[config.mk]
export PLATFORM = sky130hd
export DESIGN_NAME = um_ctrl
export DESIGN_NICKNAME = d
export VERILOG_FILES = /design/src/rtl/um_ctrl_pkg.sv /design/src/rtl/um_ctrl.sv
export SDC_FILE = /design/constraint.sdc
export NUM_CORES = 1
export LEC_CHECK = 0
export ABC_AREA = 1
export BUFFER_PORTS_ARGS = -buffer_cell sky130_fd_sc_hd__buf_2
export CAP_MARGIN = 30
export CORE_ASPECT_RATIO = 1.1
export CORE_MARGIN = 10
export CORE_UTILIZATION = 46
export CTS_BUF_LIST = sky130_fd_sc_hd__clkbuf_4 sky130_fd_sc_hd__clkbuf_8
export DETAILED_ROUTE_END_ITERATION = 16
export PLACE_DENSITY = 0.87
export REMOVE_ABC_BUFFERS = 1
export SYNTH_ARGS = -nofsm -noshare
export SYNTH_HDL_FRONTEND = slang
export SYNTH_SLANG_ARGS = --single-unit
[constraint.sdc]
create_clock -name clk -period 1.6 [get_ports clk]
set_clock_uncertainty 0.2 [all_clocks]
set_input_delay 0.32 -clock clk [delete_from_list [all_inputs] [get_ports clk]]
set_output_delay 0.32 -clock clk [all_outputs]
set_load 0.02 [all_outputs]
[src/rtl/um_ctrl_pkg.sv]
// Shared parameters and FSM state encoding for the um_ctrl sort controller.
package um_ctrl_pkg;

   localparam int ELEMENT_NUM      = 4;
   localparam int DATA_WIDTH       = 8;
   // One bit wider than a bare index so that an out-of-range rank index can be
   // represented and flagged, and so the issue counter can hold ELEMENT_NUM.
   localparam int LOG2_ELEMENT_NUM = $clog2(ELEMENT_NUM) + 1;
   localparam int LOG2_DATA_WIDTH  = $clog2(DATA_WIDTH);

   typedef enum logic [2:0] {
      ST_IDLE = 3'd0,
      ST_LOAD = 3'd1,
      ST_SCAN = 3'd2,
      ST_OUT  = 3'd3,
      ST_DONE = 3'd4
   } state_t;

endpackage

[src/rtl/um_ctrl.sv]
// Unary-memory sort controller: loads ELEMENT_NUM elements into an external
// memory, walks the bit columns MSB first for the sorting core, then reads the
// elements back in the rank order returned by the core.
//
// Handshakes: every channel is valid/ready; a transfer happens in exactly the
// cycles where both are high at the rising edge. in_ready, rank_ready and
// scan_valid never depend on the partner's valid/ack in the same direction;
// rank_ready does depend on out_ready so output and rank stages can overlap.
module um_ctrl
   import um_ctrl_pkg::*;
(
   input  logic                        clk,
   input  logic                        rst,
   input  logic                        in_valid,
   input  logic [DATA_WIDTH-1:0]       in_data,
   output logic                        in_ready,
   output logic                        um_wr_en,
   output logic [DATA_WIDTH-1:0]       um_wr_data,
   output logic [LOG2_ELEMENT_NUM-1:0] um_addr,
   output logic [LOG2_DATA_WIDTH-1:0]  um_bit_addr,
   input  logic [DATA_WIDTH-1:0]       um_rd_data,
   output logic                        scan_valid,
   input  logic                        scan_ack,
   input  logic                        rank_valid,
   input  logic [LOG2_ELEMENT_NUM-1:0] rank_idx,
   output logic                        rank_ready,
   output logic                        out_valid,
   output logic [DATA_WIDTH-1:0]       out_data,
   input  logic                        out_ready,
   output logic                        busy,
   output logic                        done,
   output logic                        err,
   output logic [2:0]                  fsm_state
);

   localparam logic [LOG2_ELEMENT_NUM-1:0] LAST_WR  = LOG2_ELEMENT_NUM'(ELEMENT_NUM - 1);
   localparam logic [LOG2_ELEMENT_NUM-1:0] ELEM_CNT = LOG2_ELEMENT_NUM'(ELEMENT_NUM);
   localparam logic [LOG2_DATA_WIDTH-1:0]  MSB_COL  = LOG2_DATA_WIDTH'(DATA_WIDTH - 1);

   state_t                      state_q, state_d;
   logic [LOG2_ELEMENT_NUM-1:0] wr_cnt;
   logic [LOG2_ELEMENT_NUM-1:0] issued;
   logic                        accept_rank;
   logic                        consume;

   assign fsm_state = state_q;

   // State register.
   always_ff @(posedge clk) begin
      if (rst) state_q <= ST_IDLE;
      else     state_q <= state_d;
   end

   // Next-state decode and handshake outputs.
   always_comb begin
      state_d     = state_q;
      in_ready    = 1'b0;
      scan_valid  = 1'b0;
      rank_ready  = 1'b0;
      done        = 1'b0;
      um_addr     = wr_cnt;
      um_wr_data  = in_data;
      busy        = (state_q != ST_IDLE);
      unique case (state_q)
         ST_IDLE, ST_LOAD: begin
            in_ready = !rst;
            if (in_valid && in_ready)
               state_d = (wr_cnt == LAST_WR) ? ST_SCAN : ST_LOAD;
         end
         ST_SCAN: begin
            scan_valid = !rst;
            if (scan_ack && !rst && (um_bit_addr == '0))
               state_d = ST_OUT;
         end
         ST_OUT: begin
            um_addr    = rank_idx;
            rank_ready = !rst && (!out_valid || out_ready) && (issued < ELEM_CNT);
            // The last element is pending once everything has been issued.
            if (out_valid && out_ready && (issued == ELEM_CNT))
               state_d = ST_DONE;
         end
         ST_DONE: begin
            done    = !rst;
            state_d = ST_IDLE;
         end
         default: state_d = ST_IDLE;
      endcase
      um_wr_en    = in_valid && in_ready;
      accept_rank = rank_valid && rank_ready;
      consume     = out_valid && out_ready;
   end

   // Counters, bit-column pointer, output register and sticky error.
   always_ff @(posedge clk) begin
      if (rst) begin
         wr_cnt      <= '0;
         issued      <= '0;
         um_bit_addr <= '0;
         out_valid   <= 1'b0;
         out_data    <= '0;
         err         <= 1'b0;
      end else begin
         unique case (state_q)
            ST_IDLE, ST_LOAD: begin
               if (um_wr_en) begin
                  if (wr_cnt == LAST_WR) begin
                     wr_cnt      <= '0;
                     um_bit_addr <= MSB_COL;
                  end else begin
                     wr_cnt <= wr_cnt + 1'b1;
                  end
               end
            end
            ST_SCAN: begin
               if (scan_ack && (um_bit_addr != '0))
                  um_bit_addr <= um_bit_addr - 1'b1;
            end
            ST_OUT: begin
               if (accept_rank) begin
                  out_data  <= um_rd_data;
                  out_valid <= 1'b1;
                  issued    <= issued + 1'b1;
                  if (rank_idx >= ELEM_CNT) err <= 1'b1;
               end else if (consume) begin
                  out_valid <= 1'b0;
               end
            end
            ST_DONE: begin
               wr_cnt      <= '0;
               issued      <= '0;
               um_bit_addr <= '0;
               out_valid   <= 1'b0;
            end
            default: begin
               wr_cnt <= '0;
            end
         endcase
      end
   end

endmodule

# After elaboration in Yosys (flattened, before gate mapping)
# Cells that the tools add are included.
[totals]
regBits = 22
output_inout_bits = 33
elab_cells = 77
[classes]
add_sub_neg = 3
n_lt_le_gt_ge = 2
n_eq_ne = 14
n_mux = 22
bitwise_logic = 1
n_reduce_logical = 28
[ops]
columns = ["cell", "n"]
rows = [
  ["3-bit two-way mux", 10],
  ["3-bit one-hot mux with 3 select lines", 2],
  ["2-bit inequality test, second input constant", 7],
  ["3-bit one-hot mux with 2 select lines", 2],
  ["1-bit logical AND", 10],
  ["3-bit by 2-bit == test with 1-bit output, second input constant", 3],
  ["3-bit nonzero test", 3],
  ["2-bit AND reduction", 4],
  ["3-bit by 1-bit adder with 3-bit output, second input constant", 2],
  ["3-bit == test, second input constant", 2],
  ["3-bit logical NOT", 2],
  ["1-bit two-way mux", 6],
  ["3-bit AND reduction", 2],
  ["4-bit AND reduction", 1],
  ["2-bit OR reduction", 2],
  ["3-bit by 1-bit == test with 1-bit output, second input constant", 1],
  ["3-bit greater-or-equal comparator, second input constant", 1],
  ["3-bit less-than comparator, second input constant", 1],
  ["3-bit inequality test, second input constant", 1],
  ["3-bit by 1-bit subtractor with 3-bit output, second input constant", 1],
  ["1-bit logical NOT", 2],
  ["2-bit two-way mux", 1],
  ["1-bit one-hot mux with 2 select lines", 1],
  ["2-bit nonzero test", 1],
  ["other kinds (2)", 2],
]

# Depth between registers and ports, before layout
[depth]
ltp_word = 8
mapped_depth = 9

# Worst setup path before layout
# No wires, ideal clock.
[synth_path]
kind = "reg-to-output"
startpoint = "reg state_q[2], in the netlist fsm_state[2]"
endpoint = "out um_addr[0]"
arrival_time_ns = 1.290
t_required_ns = 1.080
slack_ns = -0.210
stages_incl_launch_ff = 5
n_path_buf = 0
path_cell_list = "dfxtp_1 -> inv_1 -> nand3_2 -> inv_1 -> o21ai_0"
[synth_between]
elab_chain_len = 2
[synth_lines]
columns = ["element", "line_no", "text"]
rows = [
  ["from (decl)", "um_ctrl.sv:40", "state_t state_q, state_d;"],
  ["from (signal assigned)", "um_ctrl.sv:51", "else state_q <= state_d;"],
  ["3-bit by 2-bit == test with 1-bit output", "um_ctrl.sv:64", "unique case (state_q)"],
  ["3-bit two-way mux", "um_ctrl.sv:64", ""],
  ["to (decl)", "um_ctrl.sv:19", "output logic [LOG2_ELEMENT_NUM-1:0] um_addr,"],
]
# No other way between the ends.

# Worst setup path after layout
# Ends and elaborated chain as after synthesis.

==> impl_metrics.csv <==
group,metric,value,unit
run_status,status,"finished with violations",
run_status,failed_checks,"setup timing",
placement,port_buffers,41,
min_path,min_from,"um_rd_data[1]",
global_route,grt_pass1_wl,6250,um
cells_and_area,drive_gt1_share,48.2,%
detailed_routing,routed_wl,4180,um
sta,fin_crit,1830,ps
logic_synthesis,ys_seq_area_share,38.4,%
clock_tree,clkSinkCount,22,
detailed_routing,drc_errors,0,
setup_path,crit_path_cell_trace,"inv_6 -> nand3_4 -> inv_6 -> nand2_2 -> o21ai_1 -> buf_4",
sta,worst_pin_slew,261,ps
global_route,track_usage,15.9,%
logic_synthesis,yosysWarnings,0,
logic_synthesis,synthCells,169,
detailed_routing,dr.pass1.iters,4,
die,num_rows,18,
sta,hold_viol,0,
clock_tree,clk_latency,330,ps
sta,relSlewSlack,82.6,%
placement,gp_congestion,0.897,
detailed_routing,routedWlPerCell,16.6,um
cells_and_area,antennaDiodeCount,0,
setup_path,worstPathArrival,1310,ps
sta,rsz0062_at_grt,"yes",
cells_and_area,syn2layout_area_growth,53.5,%
clock_tree,path_clk_slew,140,ps
cells_and_area,fin_cells,252,
logic_synthesis,ys_types,19,
die,initial_utilization,49.5,%
logic_synthesis,synthAdderAreaFrac,5.45,%
logic_synthesis,synth_edf_count,0,
cells_and_area,nets,253,
setup_path,crit_slowest_cell,"dfxtp_4",
clock_tree,cts_root_buffer,"clkbuf_4",
placement,dp_hpwl,2390,um
power,p_leak,0.843,nW
global_route,grt_pass1_vias,1422,
placement,dp_cells,234,
global_route,grt_antenna_before_repair,0,
logic_synthesis,synthArstFlopShare,0,%
die,io_pins,58,
global_route,grt_overflow_total,0,
detailed_routing,num_vias,1348,
setup_path,rr_startpoint,"fsm_state[2]$_SDFFE_PP0P_",
setup_path,r2r_cells,7,
die,dieArea,0.00489,sq mm
min_path,holdPathStages,3,
setup_path,rrSetupSlack,40,ps
logic_synthesis,yosys.area_share.simple,31.6,%
setup_path,crit_type,"reg2out",
detailed_routing,antenna_left,0,
logic_synthesis,synth_compound_area_share,11.3,%
detailed_routing,avgViaCountPerCell,5.35,
die,die_y,72.4,um
power,irDropWorstVdd,0.765,mV
sta,final-max-slew-violation-count,0,
setup_path,timing.rr.end,"fsm_state[1]$_SDFFE_PP0P_",
placement,placed_area,0.00134,sq mm
setup_path,path_common_cell,"inv_6",
power,power,1.44,mW
setup_path,end_kind,"output pin",
clock_tree,cts_hold_buf,0,
clock_tree,cts_buffers,3,
die,core_region_area,0.00232,sq mm
setup_path,cp_num_buf_inv,3,
clock_tree,htreeDepth,1,
global_route,grt_max_degree,14,
sta,min_period_over_period,115,%
setup_path,start_kind,"flop",
min_path,hold_path_end,"out_data[1]$_SDFFE_PP0P_",
logic_synthesis,synth_area_per_cell,6.79,sq um
setup_path,path_delay_family,"flip-flops",
clock_tree,clk_path_buf_depth,2,
logic_synthesis,synth-xor-area-share,0,%
setup_path,required,1080,ps
logic_synthesis,mappedNetlistArea,0.00115,sq mm
power,power_density,820,mW/mm^2
setup_path,cpPeakStageDelay,390,ps
die,die-width,67.6,um
logic_synthesis,synth_top_flop_cell,"dfxtp_1",
detailed_routing,drtIter0Drc,97,
cells_and_area,design_area,0.00176,sq mm
sta,setup_viol,9,
sta,finalWorstSetupSlack,-233,ps
clock_tree,cts_tree,"built",
logic_synthesis,ys_ff_latch,22,
min_path,worstHoldPathType,"in2reg",
job,max-cap-violations,0,
setup_path,critPathMaxFanout,7,
sta,clock.fmax,0.546,GHz
logic_synthesis,synth_top_family_by_area,"simple AND/OR/NAND/NOR gates",
logic_synthesis,synth_mux_area_share,0,%
per-layer routing:
layer | vias up | track usage (%) | routed length (um)
met2 | 89 | 27.0 | 2130
met3 | 21 | 8.14 | 434
met4 | 0 | 7.53 | 179
met5 | - | 0 | 0
li1 | 632 | - | -
met1 | 606 | 15.4 | 1440
cell usage after synthesis, types with 3 or more instances:
cell type / number / area share [%]
ha_1: 5 / 5.5
nand2_1: 31 / 10
nand3_1: 6 / 2.6
dfxtp_1: 22 / 38
a21oi_1: 5 / 2.2
buf_4: 8 / 5.2
nor2_1: 40 / 13
inv_2: 3 / 0.98
inv_1: 17 / 5.6
o21ai_0: 12 / 5.2
o21ai_1: 9 / 3.9
state kept, by name, indices dropped and copies added (netlist names):
| signal | count |
|---|---|
| out_valid | 1 |
| wr_cnt | 3 |
| issued | 3 |
| um_bit_addr | 3 |
| out_data | 8 |
| fsm_state | 3 |
| err | 1 |
placed cells by master, fill, tap and decap left out, types with 3 or more instances in the layout:
cell	n
buf_4	17
dfxtp_1	17
nand3_4	4
ha_1	5
nand2_2	10
nand2_1	21
nor2_4	5
buf_2	31
o21ai_1	8
nor2_1	34
a21oi_1	5
nand3_1	3
buf_6	9
inv_2	5
dfxtp_4	3
inv_1	12
o21ai_0	6
clkbuf_4	3
o21ai_2	7
worst register-to-register path, cell delays in order, from the launching register on:
cell     delay, ps
dfxtp_4        390
nor2_4         160
inv_2           90
buf_4          150
buf_4          120
o21ai_0        200
nor2_1          90
nor2_1         110
through the flow:
stage	hold WS (ps)	setup TNS [ps]	setup WS, ps	util [%]
after floorplan	189	-908	-210	-
after global placement	237	0	36.6	57.9
after detailed placement	246	0	12.5	57.9
after CTS	25.1	-1050	-168	67.5
after global routing	24.6	-2150	-305	75.9
final	16.4	-1410	-233	75.9
power by group:
| group | internal, mW | leakage [nW] | total [mW] | switching, mW |
|---|---|---|---|---|
| clock | 0.254 | 0.0279 | 0.448 | 0.195 |
| combinational | 0.161 | 0.633 | 0.400 | 0.239 |
| sequential | 0.570 | 0.182 | 0.596 | 0.0253 |
logic make-up (layout without fill, tap and decap cells):
kind of cell | Yosys count | in the layout
flip-flops | 22 | 22
AND/OR/NAND/NOR | 86 | 86
buffers and inverters | 30 | 83
adder cells (fa/ha/maj) | 5 | 5
AO/OA/AOI/OAI | 26 | 26
final cells by class:
class / count / area [sq um]
Timing Repair Buffer: 59 / 424
Clock inverter: 1 / 30.0
Inverter: 20 / 92.6
Clock buffer: 3 / 22.5
Tap cell: 30 / 37.5
Fill cell: 166 / 558
Sequential cell: 22 / 454
Multi-Input combinational cell: 117 / 701
worst max-delay path by stage:
stage | start | end | cells past startpoint
after floorplan | fsm_state[2]$_SDFFE_PP0P_ | um_addr[0] | 4
after global placement | fsm_state[2]$_SDFFE_PP0P_ | um_addr[2] | 6
after detailed placement | fsm_state[2]$_SDFFE_PP0P_ | um_addr[1] | 6
after CTS | fsm_state[2]$_SDFFE_PP0P_ | um_addr[1] | 6
after global routing | fsm_state[2]$_SDFFE_PP0P_ | um_addr[0] | 6
final | fsm_state[2]$_SDFFE_PP0P_ | um_addr[0] | 6
repair_timing:
action / in CTS / in global routing
buffers inserted: 10 / 4
resized for setup: 34 / 48
pin swaps: 1 / 8
cloned: 0 / 0
setup endpoints to repair: 9 / 27
No activity file was read; power rests on OpenSTA's default activity.
